`src/rtl/mips_pkg.sv`:
```
`default_nettype none
// ============================================================================
// mips_pkg : shared encodings for the multi-cycle MIPS issue/control stage
// Revision : 1.0
// ============================================================================
package mips_pkg;

  localparam logic [3:0] ALU_ADD = 4'd0;
  localparam logic [3:0] ALU_SUB = 4'd1;
  localparam logic [3:0] ALU_AND = 4'd2;
  localparam logic [3:0] ALU_OR  = 4'd3;
  localparam logic [3:0] ALU_SLL = 4'd4;
  localparam logic [3:0] ALU_SRL = 4'd5;
  localparam logic [3:0] ALU_SRA = 4'd6;
  localparam logic [3:0] ALU_LT  = 4'd8;

  localparam logic [5:0] OP_RTYPE = 6'h00;
  localparam logic [5:0] OP_ADDI  = 6'h08;
  localparam logic [5:0] OP_ORI   = 6'h0D;

  localparam logic [5:0] FN_SLL = 6'h00;
  localparam logic [5:0] FN_SRL = 6'h02;
  localparam logic [5:0] FN_SRA = 6'h03;
  localparam logic [5:0] FN_ADD = 6'h20;
  localparam logic [5:0] FN_SUB = 6'h22;
  localparam logic [5:0] FN_AND = 6'h24;
  localparam logic [5:0] FN_OR  = 6'h25;
  localparam logic [5:0] FN_SLT = 6'h2A;

  localparam int OPC_LSB   = 26;
  localparam int RS_LSB    = 21;
  localparam int RT_LSB    = 16;
  localparam int RD_LSB    = 11;
  localparam int SHAMT_LSB = 6;
  localparam int FUNCT_LSB = 0;
  localparam int IMM_LSB   = 0;

  typedef enum logic [1:0] {
    IDLE   = 2'd0,
    DECODE = 2'd1,
    EXEC   = 2'd2,
    WB     = 2'd3
  } state_t;

  function automatic logic [31:0] sign_ext16(input logic [15:0] imm);
    return {{16{imm[15]}}, imm};
  endfunction

endpackage
`default_nettype wire

```
`src/rtl/mips_decode.sv`:
```
`default_nettype none
// ============================================================================
// mips_decode : combinational instruction decoder for the multi-cycle controller
// Revision    : 1.0
// ============================================================================
module mips_decode
  import mips_pkg::*;
(
  input  logic [31:0] instr_i,
  output logic [4:0]  read1_o,
  output logic [4:0]  read2_o,
  output logic [4:0]  wrt_add_o,
  output logic [3:0]  alu_op_o,
  output logic [4:0]  alu_shft_o,
  output logic        b_sel_o,
  output logic [31:0] imm_ext_o,
  output logic        is_slt_o,
  output logic        chk_ovf_o,
  output logic        legal_o
);

  logic [5:0]  opcode;
  logic [5:0]  funct;
  logic [4:0]  rs;
  logic [4:0]  rt;
  logic [4:0]  rd;
  logic [4:0]  shamt;
  logic [15:0] imm;

  assign opcode = instr_i[OPC_LSB +: 6];
  assign rs     = instr_i[RS_LSB +: 5];
  assign rt     = instr_i[RT_LSB +: 5];
  assign rd     = instr_i[RD_LSB +: 5];
  assign shamt  = instr_i[SHAMT_LSB +: 5];
  assign funct  = instr_i[FUNCT_LSB +: 6];
  assign imm    = instr_i[IMM_LSB +: 16];

  always_comb begin
    read1_o    = rs;
    read2_o    = rt;
    wrt_add_o  = rd;
    alu_op_o   = ALU_ADD;
    alu_shft_o = 5'd0;
    b_sel_o    = 1'b0;
    imm_ext_o  = 32'd0;
    is_slt_o   = 1'b0;
    chk_ovf_o  = 1'b0;
    legal_o    = 1'b0;
    case (opcode)
      OP_RTYPE: begin
        legal_o = 1'b1;
        case (funct)
          FN_ADD: begin alu_op_o = ALU_ADD; chk_ovf_o = 1'b1; end
          FN_SUB: begin alu_op_o = ALU_SUB; chk_ovf_o = 1'b1; end
          FN_AND: alu_op_o = ALU_AND;
          FN_OR:  alu_op_o = ALU_OR;
          // shifts operate on rt, so it is routed to the A port
          FN_SLL: begin alu_op_o = ALU_SLL; read1_o = rt; alu_shft_o = shamt; end
          FN_SRL: begin alu_op_o = ALU_SRL; read1_o = rt; alu_shft_o = shamt; end
          FN_SRA: begin alu_op_o = ALU_SRA; read1_o = rt; alu_shft_o = shamt; end
          FN_SLT: begin alu_op_o = ALU_LT;  is_slt_o = 1'b1; end
          default: legal_o = 1'b0;
        endcase
      end
      OP_ADDI: begin
        legal_o   = 1'b1;
        alu_op_o  = ALU_ADD;
        b_sel_o   = 1'b1;
        imm_ext_o = sign_ext16(imm);
        wrt_add_o = rt;
        chk_ovf_o = 1'b1;
      end
      OP_ORI: begin
        legal_o   = 1'b1;
        alu_op_o  = ALU_OR;
        b_sel_o   = 1'b1;
        imm_ext_o = {16'd0, imm};
        wrt_add_o = rt;
      end
      default: legal_o = 1'b0;
    endcase
  end

endmodule
`default_nettype wire

```
`src/rtl/mips_multicycle_ctrl.sv`:
```
`default_nettype none
// ============================================================================
// mips_multicycle_ctrl : 4-cycle issue/control stage driving regfile and ALU
// Revision             : 1.0
// ============================================================================
module mips_multicycle_ctrl
  import mips_pkg::*;
#(
  parameter bit ZERO_REG_PROTECT = 1'b1,
  parameter bit TRAP_ON_OVF      = 1'b1
) (
  input  logic        clk,
  input  logic        rst_n,
  input  logic        instr_valid_i,
  output logic        instr_ready_o,
  input  logic [31:0] instr_i,
  input  logic [31:0] alu_result_i,
  input  logic        alu_overflow_i,
  input  logic        alu_lessthan_i,
  output logic [4:0]  read1_o,
  output logic [4:0]  read2_o,
  output logic [3:0]  alu_op_o,
  output logic [4:0]  alu_shft_o,
  output logic        b_sel_o,
  output logic [31:0] imm_ext_o,
  output logic [4:0]  wrt_add_o,
  output logic        wrt_en_o,
  output logic [31:0] wb_data_o,
  output logic        done_o,
  output logic        illegal_o,
  output logic        ovf_err_o
);

  state_t      state_q;
  logic [31:0] instr_q;
  logic [4:0]  read1_q;
  logic [4:0]  read2_q;
  logic [4:0]  wrt_add_q;
  logic [3:0]  alu_op_q;
  logic [4:0]  alu_shft_q;
  logic        b_sel_q;
  logic [31:0] imm_ext_q;
  logic        is_slt_q;
  logic        chk_ovf_q;
  logic [31:0] wb_data_q;
  logic        wrt_en_q;
  logic        done_q;
  logic        illegal_q;
  logic        ovf_err_q;

  logic [4:0]  dec_read1;
  logic [4:0]  dec_read2;
  logic [4:0]  dec_wrt_add;
  logic [3:0]  dec_alu_op;
  logic [4:0]  dec_alu_shft;
  logic        dec_b_sel;
  logic [31:0] dec_imm_ext;
  logic        dec_is_slt;
  logic        dec_chk_ovf;
  logic        dec_legal;

  logic        ovf_hit;
  logic        ovf_trap;
  logic [31:0] wb_data_d;
  logic        wrt_en_d;

  mips_decode u_decode (
    .instr_i    (instr_q),
    .read1_o    (dec_read1),
    .read2_o    (dec_read2),
    .wrt_add_o  (dec_wrt_add),
    .alu_op_o   (dec_alu_op),
    .alu_shft_o (dec_alu_shft),
    .b_sel_o    (dec_b_sel),
    .imm_ext_o  (dec_imm_ext),
    .is_slt_o   (dec_is_slt),
    .chk_ovf_o  (dec_chk_ovf),
    .legal_o    (dec_legal)
  );

  // The ALU leaves overflow undefined for non-arithmetic ops; only a hard 1 counts.
  assign ovf_hit   = chk_ovf_q & (alu_overflow_i === 1'b1);
  assign ovf_trap  = TRAP_ON_OVF & ovf_hit;
  assign wb_data_d = is_slt_q ? {31'd0, alu_lessthan_i} : alu_result_i;
  assign wrt_en_d  = ~ovf_trap & ~(ZERO_REG_PROTECT & (wrt_add_q == 5'd0));

  always_ff @(posedge clk or negedge rst_n) begin
    if (!rst_n) begin
      state_q    <= IDLE;
      instr_q    <= 32'd0;
      read1_q    <= 5'd0;
      read2_q    <= 5'd0;
      wrt_add_q  <= 5'd0;
      alu_op_q   <= 4'd0;
      alu_shft_q <= 5'd0;
      b_sel_q    <= 1'b0;
      imm_ext_q  <= 32'd0;
      is_slt_q   <= 1'b0;
      chk_ovf_q  <= 1'b0;
      wb_data_q  <= 32'd0;
      wrt_en_q   <= 1'b0;
      done_q     <= 1'b0;
      illegal_q  <= 1'b0;
      ovf_err_q  <= 1'b0;
    end else begin
      wrt_en_q  <= 1'b0;
      done_q    <= 1'b0;
      illegal_q <= 1'b0;
      ovf_err_q <= 1'b0;
      case (state_q)
        IDLE: begin
          if (instr_valid_i) begin
            instr_q <= instr_i;
            state_q <= DECODE;
          end
        end
        DECODE: begin
          if (dec_legal) begin
            read1_q    <= dec_read1;
            read2_q    <= dec_read2;
            wrt_add_q  <= dec_wrt_add;
            alu_op_q   <= dec_alu_op;
            alu_shft_q <= dec_alu_shft;
            b_sel_q    <= dec_b_sel;
            imm_ext_q  <= dec_imm_ext;
            is_slt_q   <= dec_is_slt;
            chk_ovf_q  <= dec_chk_ovf;
            state_q    <= EXEC;
          end else begin
            illegal_q <= 1'b1;
            state_q   <= IDLE;
          end
        end
        EXEC: begin
          wb_data_q <= wb_data_d;
          wrt_en_q  <= wrt_en_d;
          done_q    <= 1'b1;
          ovf_err_q <= ovf_trap;
          state_q   <= WB;
        end
        WB:      state_q <= IDLE;
        default: state_q <= IDLE;
      endcase
    end
  end

  assign instr_ready_o = rst_n & (state_q == IDLE);
  assign read1_o       = read1_q;
  assign read2_o       = read2_q;
  assign alu_op_o      = alu_op_q;
  assign alu_shft_o    = alu_shft_q;
  assign b_sel_o       = b_sel_q;
  assign imm_ext_o     = imm_ext_q;
  assign wrt_add_o     = wrt_add_q;
  assign wrt_en_o      = wrt_en_q;
  assign wb_data_o     = wb_data_q;
  assign done_o        = done_q;
  assign illegal_o     = illegal_q;
  assign ovf_err_o     = ovf_err_q;

endmodule
`default_nettype wire

```
`config.mk`:
```
export PLATFORM = sky130hd
export DESIGN_NAME = mips_multicycle_ctrl
export DESIGN_NICKNAME = d
export VERILOG_FILES = /design/src/rtl/mips_pkg.sv /design/src/rtl/mips_decode.sv /design/src/rtl/mips_multicycle_ctrl.sv
export SDC_FILE = /design/constraint.sdc
export NUM_CORES = 1
export LEC_CHECK = 0
export BUFFER_PORTS_ARGS = -buffer_cell sky130_fd_sc_hd__buf_2
export CAP_MARGIN = 5
export CORE_MARGIN = 2
export CORE_UTILIZATION = 52
export DETAILED_ROUTE_END_ITERATION = 8
export GPL_TIMING_DRIVEN = 0
export PLACE_DENSITY_LB_ADDON = 0.2
export SLEW_MARGIN = 0
export SYNTH_ARGS = -nofsm -noshare
export SYNTH_HDL_FRONTEND = slang
export SYNTH_HIERARCHICAL = 1
export SYNTH_SLANG_ARGS = --single-unit
```
`constraint.sdc`:
```
create_clock -name clk -period 2.4 [get_ports clk]
set_input_delay 0.24 -clock clk [delete_from_list [all_inputs] [get_ports clk]]
set_output_delay 0.24 -clock clk [all_outputs]
set_load 0.01 [all_outputs]
```
# == Word-level counts from Yosys, hierarchy flattened ==
# Cells that the tools add are included.
# word_totals
reg_bits,129
latch_bits,0
ramBits,0
rom_bits,0
inputBits,69
out_inout_bits,94
word_cells,69
n_memories,0
# op_classes
n_addsub,0
n_mul,0
n_div,0
magnitude_cmp,0
n_eq_ne,14
shift,0
muxes,24
bitwise_logic,5
reduce_logical,10
# ops
operator,count
32-bit case mux with 2 select lines,1
32-bit 2-to-1 mux,1
6-bit equality test (second input constant),5
4-bit case mux with 7 select lines,1
5-bit 2-to-1 mux,5
6-bit by 2-bit equality test with 1-bit output (second input constant),2
6-bit by 4-bit equality test with 1-bit output (second input constant),2
6-bit zero test,2
1-bit 2-to-1 mux,10
2-bit case mux with 4 select lines,1
4-bit case mux with 2 select lines,1
8-bit OR reduction,1
5-bit zero test,1
2-bit equality test (second input constant),2
2-bit 2-to-1 mux,2
1-bit case mux with 2 select lines,2
2-bit AND reduction,2
2-bit OR reduction,2
1-bit AND,3
3-bit OR reduction,1
2-bit by 1-bit equality test with 1-bit output (second input constant),1
2-bit zero test,1
2-bit != test (second input constant),1
1-bit NOT,2
1-bit case equality test (second input constant),1

# == Depth between registers and ports, before layout ==
# depth
ltp_word,6
ltp_mapped,6
depth_no_buf,5

# == Hierarchy ==
# The synthesis kept the hierarchy.
# modules_own_cells
mod,instances,cells_each,area_per_inst_um2,seq_area_each_um2
mips_multicycle_ctrl,1,312,5043.6,3228.1
mips_decode,1,87,660.6,0.0

# == Least setup slack after synthesis ==
# OpenSTA, ideal clock, no wires.
# synth_timing
kind,flip-flop to flip-flop
from,register instr_q[26]
to,"register alu_op_q[0], in the netlist alu_op_o[0]"
setup_ps,125
arrival_time_ps,2026
required_ps,2275
path_slack_ps,249
path_stages_with_launch,7
path_buffers,1
synth_period_minus_slack_ps,2151
cell_sequence,dfrtp_1 > nor4_4 > nand2_1 > o311ai_0 > nand3b_2 > buf_4 > mux2_2
# synth_between
elab_chain_len,4
word_cells_on_any_way,7
classes_between,eq/ne (2); mux (2); reduce/logical (3)
# synth_lines
element,line,text
from (decl),mips_multicycle_ctrl.sv:35,logic [31:0] instr_q;
from (signal assigned),mips_multicycle_ctrl.sv:113,instr_q <= instr_i;
6-bit by 4-bit equality test with 1-bit output,mips_decode.sv:49,case (opcode)
2-bit OR reduction (no line),-,
1-bit case mux with 2 select lines *,mips_decode.sv:49,
net dec_legal,mips_multicycle_ctrl.sv:60,logic dec_legal;
2-bit AND reduction (no line) *,-,
to (signal assigned),mips_multicycle_ctrl.sv:122,alu_op_q <= dec_alu_op;
to (decl),mips_multicycle_ctrl.sv:39,logic [3:0] alu_op_q;
# Mark *: on every way through the listed nets, which the timed path passes. The rest lies on a longest branch.
# A chain may end at the register's enable or synchronous reset.

# == Final worst setup path ==
# layout_timing
from,register instr_q[26]
to,"register wrt_add_q[0], in the netlist wrt_add_o[0]"
# layout_between
elab_chain_len,4
word_cells_on_any_way,7
classes_between,eq/ne (2); mux (2); reduce/logical (3)
# layout_lines
element,line,text
6-bit by 4-bit equality test with 1-bit output,mips_decode.sv:49,
2-bit OR reduction (no line),-,
1-bit case mux with 2 select lines *,mips_decode.sv:49,
net dec_legal,mips_multicycle_ctrl.sv:60,
2-bit AND reduction (no line) *,-,
to (signal assigned),mips_multicycle_ctrl.sv:121,wrt_add_q <= dec_wrt_add;
to (decl),mips_multicycle_ctrl.sv:38,logic [4:0] wrt_add_q;
# Marks and branches as above.

==> flow_summary.ini <==
[run_status]
status = finished, final reports clean

[drt]
avgRoutedWirePerCell_um = 16.1
antenna_left = 0
vias_per_cell = 4.98
drtIter0Drc = 136
via_count = 3829
drc = 0
first_pass_iters = 4
wirelength_mm = 12.4

[synthesis]
ys_seq_elements = 129
yosysTopAreaCell = dfrtp_1
yosys.area_share.xor_xnor_pct = 0.154
syn_area_per_cell_um2 = 14.3
synth_top_area_share_pct = 56.6
ys_warn_count = 6
yosys-top-cells-area = dfrtp_1, mux2_2, nor2b_1
syn_inst = 399
synth-compound-area-share_pct = 1.36
yosysSeqAreaShare_pct = 56.6
synth.cell_area_um2 = 5700
synth_top_family_by_area = multiplexers
synth_adder_area_share_pct = 0
synth_mux_area_share_pct = 26.7
synth_simple_gate_area_share_pct = 9.50
syn_nets = 468
yosysUniqueCellTypes = 35

[sta]
worstMarginPinSlew_ns = 0.687
slew_viol_final = 0
fmax_ghz = 0.443
fin_tns_setup_ns = 0
setup_violations = 0
finalHoldViolations = 0
skew_ns = 0.00622
rsz0062_at_grt = no
fin_crit_ns = 2.26
slew_headroom_pct = 54.2
hold_slack_ns = 0.0898
period_share_pct = 94.1

[clock_tree]
max-clock-path-buffers = 2
clkTransAtPathRegs_ns = 0.06
cts_root_buffer = clkbuf_8
cts_buffers = 17
post-cts-setup-buffers = 0
clk_latency_ns = 0.50
htreeDepth = 4
cts_sinks = 129
tritoncts = built

[cells_and_area]
ff_latch_area_um2 = 3230
fill_cells = 770
drive_above_1_share_pct = 59.6
fin_util_pct = 70.8
final_common_cell = buf_2
final_net_count = 685
fin_area_um2 = 7640
syn2layout_area_growth_pct = 33.9
multi_input_area_um2 = 2170
insertedDiodeCount = 0
layout_common_cells = buf_2, mux2_2, dfrtp_1

[grt]
grt_pass1_wl_mm = 19.7
grt_max_degree = 76
grt_pass1_vias = 4105
grt-ovfl-total = 0
antenna_found_initial = 0
grt_use_total_pct = 22.0

[setup_path]
critPathMaxFanout = 10
startpoint_type = flop
required_ns = 2.79
crit_type = flop to flop
rr_worst_depth = 6
end_kind = flop
arrival_ns = 2.65
r2r_setup_slack_ns = 0.14

[die]
core_um2 = 10800
die-area_um2 = 11800
start_util_pct = 52.9
die_height_um = 109
io_pins = 163
rows = 38
die_width_um = 109

[pwr]
ir_worst_vdd_uv = 594
power_frac_comb_pct = 24.5
clkPwrFrac_pct = 32.4
cell_internal_pwr_mw = 5.22
switchingPower_mw = 2.03
seq_power_share_pct = 43.1
p_leak_nw = 3.95
p_sw_share_pct = 28.0
p_per_area_nw_per_um2 = 949

[min_path]
hold_path_depth = 3
hold_class = input pin to flop

[placed_design]
post-dp-hpwl_mm = 8.58
port_buffers = 162
dpl_cell_area_um2 = 6720
gp_congestion = 0.717

[run]
maxCapViolations = 0
==> state kept, by name, summed over array words and instances (netlist names), named ones only <==
name,flops
alu_op_o,4
alu_shft_o,5
is_slt_q,1
instr_q,32
wrt_en_o,1
ovf_err_o,1
wb_data_o,32
wrt_add_o,5
b_sel_o,1
read1_o,5
state_q,1
illegal_o,1
done_o,1
chk_ovf_q,1
imm_ext_o,32
read2_o,5
==> per-stage QoR <==
| step | worst slack (ns) | total power, mW | cells |
|---|---|---|---|
| floorplan | 0.249 | 4.15 | 399 |
| global placement | -0.700 | 4.80 | 701 |
| detailed placement | -0.281 | 4.91 | 702 |
| CTS | 0.0705 | 7.34 | 769 |
| global route | 0.0390 | 7.66 | 769 |
| finish | 0.140 | 7.25 | 769 |
==> synth_stat cells, drive strengths merged <==
cell and n:
nor3b 3, a2bb2oi 1, buf 36, and3b 1
nand4 2, nand2b 1, nor2 12, o21ai 2
clkbuf 3, o311ai 1, nand3 1, a21boi 1
nand4b 1, and3 1, or4 1, a22oi 1
dfrtp 129, nand3b 1, o2111a 1, nor4 2
o211a 1, and2 20, nor3 1, a31oi 2
mux2 134, xnor2 1, nor2b 32, nand2 5
inv 2
==> routing by layer <==
layer | vias to the layer above | wire length [um] | share of wire [%] | track usage [%]
met5 | - | 0 | 0 | 0
met4 | 0 | 167 | 1.3 | 10.2
met3 | 14 | 689 | 5.6 | 6.10
met2 | 123 | 6500 | 52 | 38.3
met1 | 1893 | 5040 | 41 | 25.1
li1 | 1799 | - | - | -
==> final timing paths <==
path | start | endpoint
worst max-delay path | instr_q[26] | wrt_add_o[0]
worst max register to register | instr_q[26] | wrt_add_o[0]
worst min register to register | wb_data_o[26] | wb_data_o[26]
min in group asynchronous | rst_n | imm_ext_o[24]
max in group asynchronous | rst_n | instr_q[2]
worst min-delay path | alu_result_i[30] | wb_data_o[30]
==> kinds of logic (layout without fill, tap and decap cells) <==
group	Yosys count	count (layout)
XOR/XNOR	1	1
AO/OA/AOI/OAI	10	10
multiplexers	134	134
buffers and inverters	41	271
flip-flops	129	129
AND/OR/NAND/NOR	84	84
==> timing repair <==
item / in CTS / in global routing
setup endpoints to repair: 60 / 16
gates resized for setup: 2 / 2
hold endpoints to repair: 108 / 0
hold buffers: 35 / 0
==> power by group through the flow <==
stage | clock network [mW] | logic, mW | registers, mW
6_report | 2.35 | 1.78 | 3.12
3_5_place_dp | 0 | 1.74 | 3.16
5_1_grt | 2.51 | 1.94 | 3.21
4_1_cts | 2.41 | 1.80 | 3.13
2_1_floorplan | 0 | 0.866 | 3.29
3_3_place_gp | 0 | 1.69 | 3.12
==> layout make-up <==
| cell class | count | share of cell area (%) |
|---|---|---|
| sequential | 129 | 42.3 |
| multi-input combinational | 229 | 28.4 |
| timing repair buffer | 198 | 15.6 |
| clock buffer | 21 | 5.62 |
| buffer | 39 | 4.14 |
| tap | 140 | 2.29 |
| clock inverter | 11 | 1.51 |
| inverter | 2 | 0.0983 |
==> critical path, stage by stage, from the launching register on <==
cell      delay [ns]
dfrtp_1         0.45
nor4_4          0.38
nand2_1         0.19
o311ai_4        0.35
nand3b_2        0.23
buf_4           0.26
mux2_2          0.29
Note: power is estimated with default switching activity, not from simulation.
